$ cat config.mk
export PLATFORM = sky130hd
export DESIGN_NAME = aes_word_loader
export DESIGN_NICKNAME = d
export VERILOG_FILES = /design/src/rtl/aes_word_loader_pkg.sv /design/src/rtl/aes_word_shift.sv /design/src/rtl/aes_word_loader.sv
export SDC_FILE = /design/constraint.sdc
export NUM_CORES = 1
export LEC_CHECK = 0
export CAP_MARGIN = 30
export CORE_AREA = 5 5 214 216
export CTS_CLUSTER_SIZE = 16
export DETAILED_ROUTE_END_ITERATION = 6
export DIE_AREA = 0 0 219 221
export SYNTH_ARGS = -nofsm -noshare
export SYNTH_HDL_FRONTEND = slang
export SYNTH_SLANG_ARGS = --single-unit
$ cat constraint.sdc
create_clock -name clk -period 3.8 [get_ports clk]
set_clock_uncertainty 0.15 [all_clocks]
set_input_delay 0.76 -clock clk [delete_from_list [all_inputs] [get_ports clk]]
set_output_delay 0.76 -clock clk [all_outputs]
set_load 0.005 [all_outputs]
$ cat src/rtl/aes_word_loader_pkg.sv
// Shared widths, FSM states and defaults for the AES-128 word loader.
// Imported by the loader top and its word-assembly sub-module.
package aes_word_loader_pkg;

    localparam int AES_BLOCK_W          = 128;
    localparam int AES_WORD_W           = 32;
    localparam int WORDS_PER_BLOCK      = 4;
    localparam int WORD_IDX_W           = $clog2(WORDS_PER_BLOCK);
    localparam int DEFAULT_CORE_LATENCY = 11;

    localparam logic [WORD_IDX_W-1:0] FIRST_WORD = WORD_IDX_W'(0);
    localparam logic [WORD_IDX_W-1:0] LAST_WORD  = WORD_IDX_W'(WORDS_PER_BLOCK - 1);

    typedef enum logic [2:0] {
        LOAD_PT  = 3'd0,
        LOAD_KEY = 3'd1,
        START    = 3'd2,
        WAIT     = 3'd3,
        HOLD     = 3'd4
    } loader_state_e;

    // True when an accepted word at this index completes a 128-bit block.
    function automatic logic is_last_word(input logic [WORD_IDX_W-1:0] idx);
        return (idx == LAST_WORD);
    endfunction

endpackage

$ cat src/rtl/aes_word_shift.sv
// Assembles four 32-bit words into a 128-bit block, most-significant word first.
// The word index wraps after the last word so the next block starts at word 0.
module aes_word_shift
    import aes_word_loader_pkg::*;
(
    input  logic                   clk,
    input  logic                   rst,
    input  logic                   wr_en,
    input  logic [AES_WORD_W-1:0]  wr_data,
    output logic [AES_BLOCK_W-1:0] block,
    output logic [WORD_IDX_W-1:0]  count
);

    logic [WORDS_PER_BLOCK-1:0][AES_WORD_W-1:0] words_r;
    logic [WORD_IDX_W-1:0]                      count_r;

    // Word i lands in the slot holding block bits [127-32i -: 32].
    always_ff @(posedge clk) begin
        if (rst) begin
            words_r <= '0;
            count_r <= FIRST_WORD;
        end else if (wr_en) begin
            words_r[LAST_WORD - count_r] <= wr_data;
            count_r                      <= count_r + WORD_IDX_W'(1);
        end else begin
            words_r <= words_r;
            count_r <= count_r;
        end
    end

    assign block = words_r;
    assign count = count_r;

endmodule

$ cat src/rtl/aes_word_loader.sv
// Narrow-bus adaptor for an iterative AES-128 core: gathers plaintext/key words,
// pulses the core, waits its fixed latency and hands back the ciphertext.
module aes_word_loader
    import aes_word_loader_pkg::*;
#(
    parameter int CORE_LATENCY = DEFAULT_CORE_LATENCY,
    parameter int CNT_W        = 4
) (
    input  logic                   clk,
    input  logic                   rst,
    input  logic                   in_valid,
    output logic                   in_ready,
    input  logic [AES_WORD_W-1:0]  in_data,
    input  logic                   in_keep_key,
    output logic [AES_BLOCK_W-1:0] plane,
    output logic [AES_BLOCK_W-1:0] key,
    output logic                   cal_en,
    input  logic [AES_BLOCK_W-1:0] cipher_text,
    output logic                   out_valid,
    input  logic                   out_ready,
    output logic [AES_BLOCK_W-1:0] out_data,
    output logic                   busy
);

    localparam logic [CNT_W-1:0] LAT_LOAD = CNT_W'(CORE_LATENCY - 1);

    loader_state_e         state_r;
    logic [CNT_W-1:0]      lat_cnt_r;
    logic                  key_loaded_r;
    logic                  keep_key_r;

    logic                  in_ready_s;
    logic                  xfer_s;
    logic                  pt_wr_s;
    logic                  key_wr_s;
    logic [WORD_IDX_W-1:0] pt_cnt_s;
    logic [WORD_IDX_W-1:0] key_cnt_s;

    // Ready follows out_ready in HOLD so the next block's first word rides the drain handshake.
    always_comb begin
        in_ready_s = 1'b0;
        if (rst) begin
            in_ready_s = 1'b0;
        end else begin
            case (state_r)
                LOAD_PT:  in_ready_s = 1'b1;
                LOAD_KEY: in_ready_s = 1'b1;
                HOLD:     in_ready_s = out_ready;
                default:  in_ready_s = 1'b0;
            endcase
        end
    end

    assign in_ready = in_ready_s;
    assign xfer_s   = in_valid & in_ready_s;
    assign pt_wr_s  = xfer_s & ((state_r == LOAD_PT) | (state_r == HOLD));
    assign key_wr_s = xfer_s & (state_r == LOAD_KEY);
    assign busy     = ~((state_r == LOAD_PT) & (pt_cnt_s == FIRST_WORD));

    aes_word_shift u_pt_shift (
        .clk     (clk),
        .rst     (rst),
        .wr_en   (pt_wr_s),
        .wr_data (in_data),
        .block   (plane),
        .count   (pt_cnt_s)
    );

    aes_word_shift u_key_shift (
        .clk     (clk),
        .rst     (rst),
        .wr_en   (key_wr_s),
        .wr_data (in_data),
        .block   (key),
        .count   (key_cnt_s)
    );

    // Block sequencer: load, start pulse, latency wait, result hold.
    always_ff @(posedge clk) begin
        if (rst) begin
            state_r      <= LOAD_PT;
            lat_cnt_r    <= '0;
            key_loaded_r <= 1'b0;
            keep_key_r   <= 1'b0;
            cal_en       <= 1'b0;
            out_valid    <= 1'b0;
            out_data     <= '0;
        end else begin
            cal_en <= 1'b0;
            if (pt_wr_s && (pt_cnt_s == FIRST_WORD)) begin
                keep_key_r <= in_keep_key;
            end
            case (state_r)
                LOAD_PT: begin
                    if (pt_wr_s && is_last_word(pt_cnt_s)) begin
                        // A keep request is only honoured once a key has actually been loaded.
                        if (keep_key_r && key_loaded_r) begin
                            state_r <= START;
                            cal_en  <= 1'b1;
                        end else begin
                            state_r <= LOAD_KEY;
                        end
                    end
                end
                LOAD_KEY: begin
                    if (key_wr_s && is_last_word(key_cnt_s)) begin
                        key_loaded_r <= 1'b1;
                        state_r      <= START;
                        cal_en       <= 1'b1;
                    end
                end
                START: begin
                    lat_cnt_r <= LAT_LOAD;
                    state_r   <= WAIT;
                end
                WAIT: begin
                    if (lat_cnt_r == CNT_W'(0)) begin
                        out_data  <= cipher_text;
                        out_valid <= 1'b1;
                        state_r   <= HOLD;
                    end else begin
                        lat_cnt_r <= lat_cnt_r - CNT_W'(1);
                    end
                end
                HOLD: begin
                    if (out_ready) begin
                        out_valid <= 1'b0;
                        state_r   <= LOAD_PT;
                    end
                end
                default: begin
                    state_r <= LOAD_PT;
                end
            endcase
        end
    end

endmodule

Word level (Yosys, flattened, before mapping)
Index checks and enable logic that the tools add are counted. W data, S select, Z words.

Memories kept: 0. Output and inout bits: 388. Latch bits: 0. ROM bits: 0. RAM bits: 0. Bits in registers: 399.

Shift operators: 0. $mul: 0. Eq/ne operators: 11. Divide/modulo/power cells: 0. Reduce and logical (&&, ||, !) cells: 17. $lt $le $gt $ge: 4. Mux-type cells: 23. Add/subtract/negate cells: 5. Bitwise logic cells: 6.

Operators with widths (number): $bwmux W128 (2); $demux W32 S2 (2); $mux W32 (2); $pmux W3 S5 (1); $mux W3 (4); $pmux W4 S2 (1); $eq A3 B2 Y1 const B (2); $logic_and A1 B1 Y1 (6); $lt A2 B3 Y1 const B (2); $mux W1 (6); $ne A2 B2 Y1 const B (3); $pmux W1 S2 (3); $reduce_and A2 Y1 (3); $add A2 B1 Y2 const B (2); $and A1 B1 Y1 (4); $eq A2 B2 Y1 const B (2); $ge A2 B1 Y1 const B (2); $logic_not A4 Y1 (1); $mux W4 (1); $ne A2 B1 Y1 const B (2); $reduce_and A4 Y1 (1); $reduce_bool A2 Y1 (2); $sub A2 B2 Y2 const A (2); $sub A4 B1 Y4 const B (1); other kinds (9) (9).

Logic depth before layout (Yosys ltp)
Word-level depth: 9. Depth in mapped cells: 9. Depth with buffers taken out: 6.

By module
Synthesis repeated with hierarchy kept, for this count alone.

Cells, all modules: 1562. Area, all modules: 15441.1 sq um.

Modules (own cells, without submodules): aes_word_shift (area an instance 5205.0 sq um, cells each 465, instances 2); aes_word_loader (area an instance 5031.1 sq um, cells each 632, instances 1).

Least setup slack after synthesis
OpenSTA, ideal clock, no wires.

Kind: input-to-output. Start point: input rst. End point: output in_ready. Slack: 1.573 ns. Cell stages on the path: 3. Required time: 2.890 ns. Data arrival time: 1.317 ns. Cell sequence: buf_2 clkbuf_1 nor3_1.

Cells in the longest elaborated chain, start to end: 1.

RTL lines: from (decl) (RTL line aes_word_loader.sv:10) `input logic rst,`; $mux W1 (RTL line aes_word_loader.sv:42) `if (rst) begin`; to (decl) (RTL line aes_word_loader.sv:12) `output logic in_ready,`.

No other way between the ends.

Final worst setup path
Start point: register state_r[1]. End point: output busy.

Cells in the longest elaborated chain, start to end: 3.

RTL lines: from (decl) (RTL line aes_word_loader.sv:27) `loader_state_e state_r;`; from (signal assigned) (RTL line aes_word_loader.sv:81) `state_r <= LOAD_PT;`; from (signal assigned) (RTL line aes_word_loader.sv:98) `state_r <= START;`; from (signal assigned) (RTL line aes_word_loader.sv:101) `state_r <= LOAD_KEY;`; $logic_not A3 Y1 (RTL line aes_word_loader.sv:58) `assign busy = ~((state_r == LOAD_PT) & (pt_cnt_s == FIRST_WORD));`; $and A1 B1 Y1 (RTL line aes_word_loader.sv:58); $not A1 Y1 (RTL line aes_word_loader.sv:58); to (decl) (RTL line aes_word_loader.sv:22) `output logic busy`.

No other way between the ends.

==> impl_metrics.ini <==
[floorplan]
core_area_mm2 = 0.0437
die_area_mm2 = 0.0484
die-height_um = 221
rows = 77
boundaryPins = 553
die-width_um = 219
start_util_pct = 32.9

[power]
power.sequential.fraction_pct = 46.6
clock_power_share_pct = 47.4
power.ir.vdd_worst_uv = 371
power_leakage_nw = 7.11
power_report.internal_total_mw = 7.05
comb_power_share_pct = 6.0
total_net_switching_power_mw = 2.06
p_sw_share_pct = 22.6
power.density_cell_area_mw_per_mm2 = 423

[detailed_routing]
wl_met3_um = 6100
detailedRoute.firstPassIterationCount = 5
dr.first_iter.drc_count = 954
antenna_left = 0
wirelength_um = 57400
drc = 0
met1Wirelength_um = 22700
post_drt_wl_per_cell_um = 19.8
maxUsedRoutingLayer = met5
via_count = 13760
vias_per_cell = 4.74
met2_wirelength_um = 26900

[cts]
cts_num_sinks = 399
cts-root-buf = clkbuf_16
cts-htree-levels = 2
numCtsBuffers = 44
cts_tree = yes
cts.repair_timing.setup_buffer_count = 0
cts_buffer_depth = 3
clock_latency_ps = 570
ctsHoldBuffers = 0
clock_transition_time_at_the_flip_flop_clock_pins_of_the_worst_setup_and_hold_paths_ps = 60
cts_resized = 0

[run_status]
run_status = finished, final reports clean

[global_routing]
grt_start_max_net_pins = 188
grt_overflow_total = 0
grt_util_all_layers_pct = 22.6
grt_pass1_vias = 13186
grt_first_pass_wirelength_um = 84800
antenna_found_initial = 3

[layout]
layout-drive-gt1-share_pct = 5.06
numnets_final = 2450
diodes = 0
commonest_non_fill_non_tap_cell_in_the_layout = nand2_1
layout-area-overhead-vs-synth_pct = 49.9
finalCoreUtilization_pct = 49.3
fillerInstances = 4276
most_used_cells_in_the_layout_excluding_fill_and_tap_cells = nand2_1, clkdlybuf4s50_1, dfxtp_1

[synthesis]
synth_top_area_cell = dfxtp_1
yosysSeqAreaShare_pct = 55.6
ys_ff_latch = 399
yosysUniqueCellTypes = 36
synthesis.area_per_instance_um2 = 7.90
synth_top_cell_area_share_pct = 55.6
syn_area_mm2 = 0.0144
synthesis.instances = 1819
synth_area_leaders = dfxtp_1, nand2_1, a21oi_1, clkbuf_1, buf_4
syn_nets = 1993
ys_warn_count = 0

[run]
max_cap_violations = 0

[sta]
period_needed_ps = 3170
max_freq_mhz = 315
min_period_over_period_pct = 83.5
unrepaired_setup_endpoints_after_global_routing = no
slew_headroom_pct = 35.4
final.hold.worst_slack_ps = 301
totalNegativeSetupSlack_ps = 0
tightest_slew_ps = 969
finalHoldViolations = 0
maxSlewViolCount = 0
setup-violations-final = 0

[placement]
post-dp-hpwl_um = 40400
numPortBuffers = 552
place.gp.congestion = 0.834

[critical_path]
critical_path_cell_sequence = nor3_1, nand2_1, clkdlybuf4s50_1
arrival_ps = 2260
cpLargestDelayFamily = flip-flops
worstSetupEndpointType = output pin
timing.critical_path.buf_inv = 1
timing.critical_path.slowest_cell_delay_ps = 830
startpoint_type_of_the_worst_setup_path = flop
worst-endpoint-required_ps = 2890
timing.critical_path.fanout_max = 18
slowest_stage = dfxtp_1
critical_path_class = flop to output pin

[min_path]
timing.hold.worst.class = flop to flop
worst reg2reg max path, cell delays in order (launching register included):
cell     delay, ps
dfxtp_1        330
inv_1           60
ha_1           170
nor3b_1        480
and3_4         760
buf_4          370
nand2_1         90
a21oi_1        120
routing by layer:
layer  global-route usage, %  vias to the layer above
met5                       0                        -
met4                    6.87                        6
met3                    8.86                       84
met2                    36.8                      536
met1                    27.6                     6407
li1                        -                     6727
cell families (layout without fill, tap and decap cells):
kind of cell	after synthesis	count (layout)	share of synthesized area, %
XOR/XNOR	2	2	0.122
AO/OA/AOI/OAI	404	404	14.3
buffers and inverters	175	667	6.68
AND/OR/NAND/NOR	828	828	22.4
adder cells (fa/ha/maj)	9	9	0.783
multiplexers	2	2	0.139
flip-flops	399	399	55.6
path summary, 6_finish.rpt:
| check | startpoint | end | slack (ps) | cells after the start |
|---|---|---|---|---|
| hold reg to reg | u_pt_shift.block[35] | u_pt_shift.block[35] | 300 | 2 |
| hold / removal | u_pt_shift.block[35] | u_pt_shift.block[35] | 300 | 2 |
| setup / recovery | state_r[1] | busy | 630 | 3 |
| setup reg to reg | lat_cnt_r[0] | out_data[83] | 1200 | 7 |
sequential cells by signal (all words and copies together), names as in the netlist:
| name | count |
|---|---|
| u_pt_shift.count | 2 |
| u_key_shift.block | 128 |
| lat_cnt_r | 4 |
| state_r | 3 |
| u_key_shift.count | 2 |
| out_valid | 1 |
| key_loaded_r | 1 |
| u_pt_shift.block | 128 |
| keep_key_r | 1 |
| out_data | 128 |
| cal_en | 1 |
power groups by stage:
| stage | combinational [mW] | clock, mW | sequential [mW] |
|---|---|---|---|
| global placement | 0.544 | 0 | 4.34 |
| CTS | 0.552 | 4.41 | 4.25 |
| floorplan | 0.226 | 0 | 4.34 |
| global route | 0.588 | 4.59 | 4.26 |
| detailed placement | 0.551 | 0 | 4.35 |
| finish | 0.549 | 4.32 | 4.25 |
stage by stage:
stage | instance area [µm²] | instances | total power, mW | worst slack, ps
floorplan | 14400 | 1819 | 4.57 | 1570
finish | 21500 | 2903 | 9.12 | 627
CTS | 21500 | 2903 | 9.22 | 627
detailed placement | 20100 | 2822 | 4.90 | 642
global route | 21500 | 2903 | 9.44 | 561
global placement | 20100 | 2822 | 4.89 | 730
cell usage after synthesis:
cell	n
nand2_1	776
dfxtp_1	399
a21oi_1	389
clkbuf_1	87
buf_2	33
buf_4	32
nor2_1	13
nand3_1	10
buf_8	9
ha_1	9
and3_1	8
inv_1	7
buf_6	4
nor2b_1	4
nor3_1	4
o21ai_0	4
a211oi_1	3
clkbuf_4	3
nand2b_1	3
mux2i_1	2
nand3b_1	2
nand4b_1	2
o31ai_1	2
xnor2_1	2
a2111o_1	1
a21boi_0	1
a21oi_2	1
a311oi_1	1
a31oi_1	1
and3b_1	1
and4b_1	1
nor3b_1	1
nor4b_1	1
nor4b_4	1
o2bb2ai_1	1
or3_1	1
layout make-up:
cell class | instances | area [µm²] | share of cell area (%)
timing repair buffer | 579 | 5850 | 27.1
sequential | 399 | 7990 | 37.1
multi-input combinational | 1245 | 5490 | 25.5
inverter | 7 | 26.3 | 0.122
clock inverter | 16 | 166 | 0.772
tap | 592 | 741 | 3.44
clock buffer | 65 | 1290 | 5.99
No activity file was read; power rests on OpenSTA's default activity.
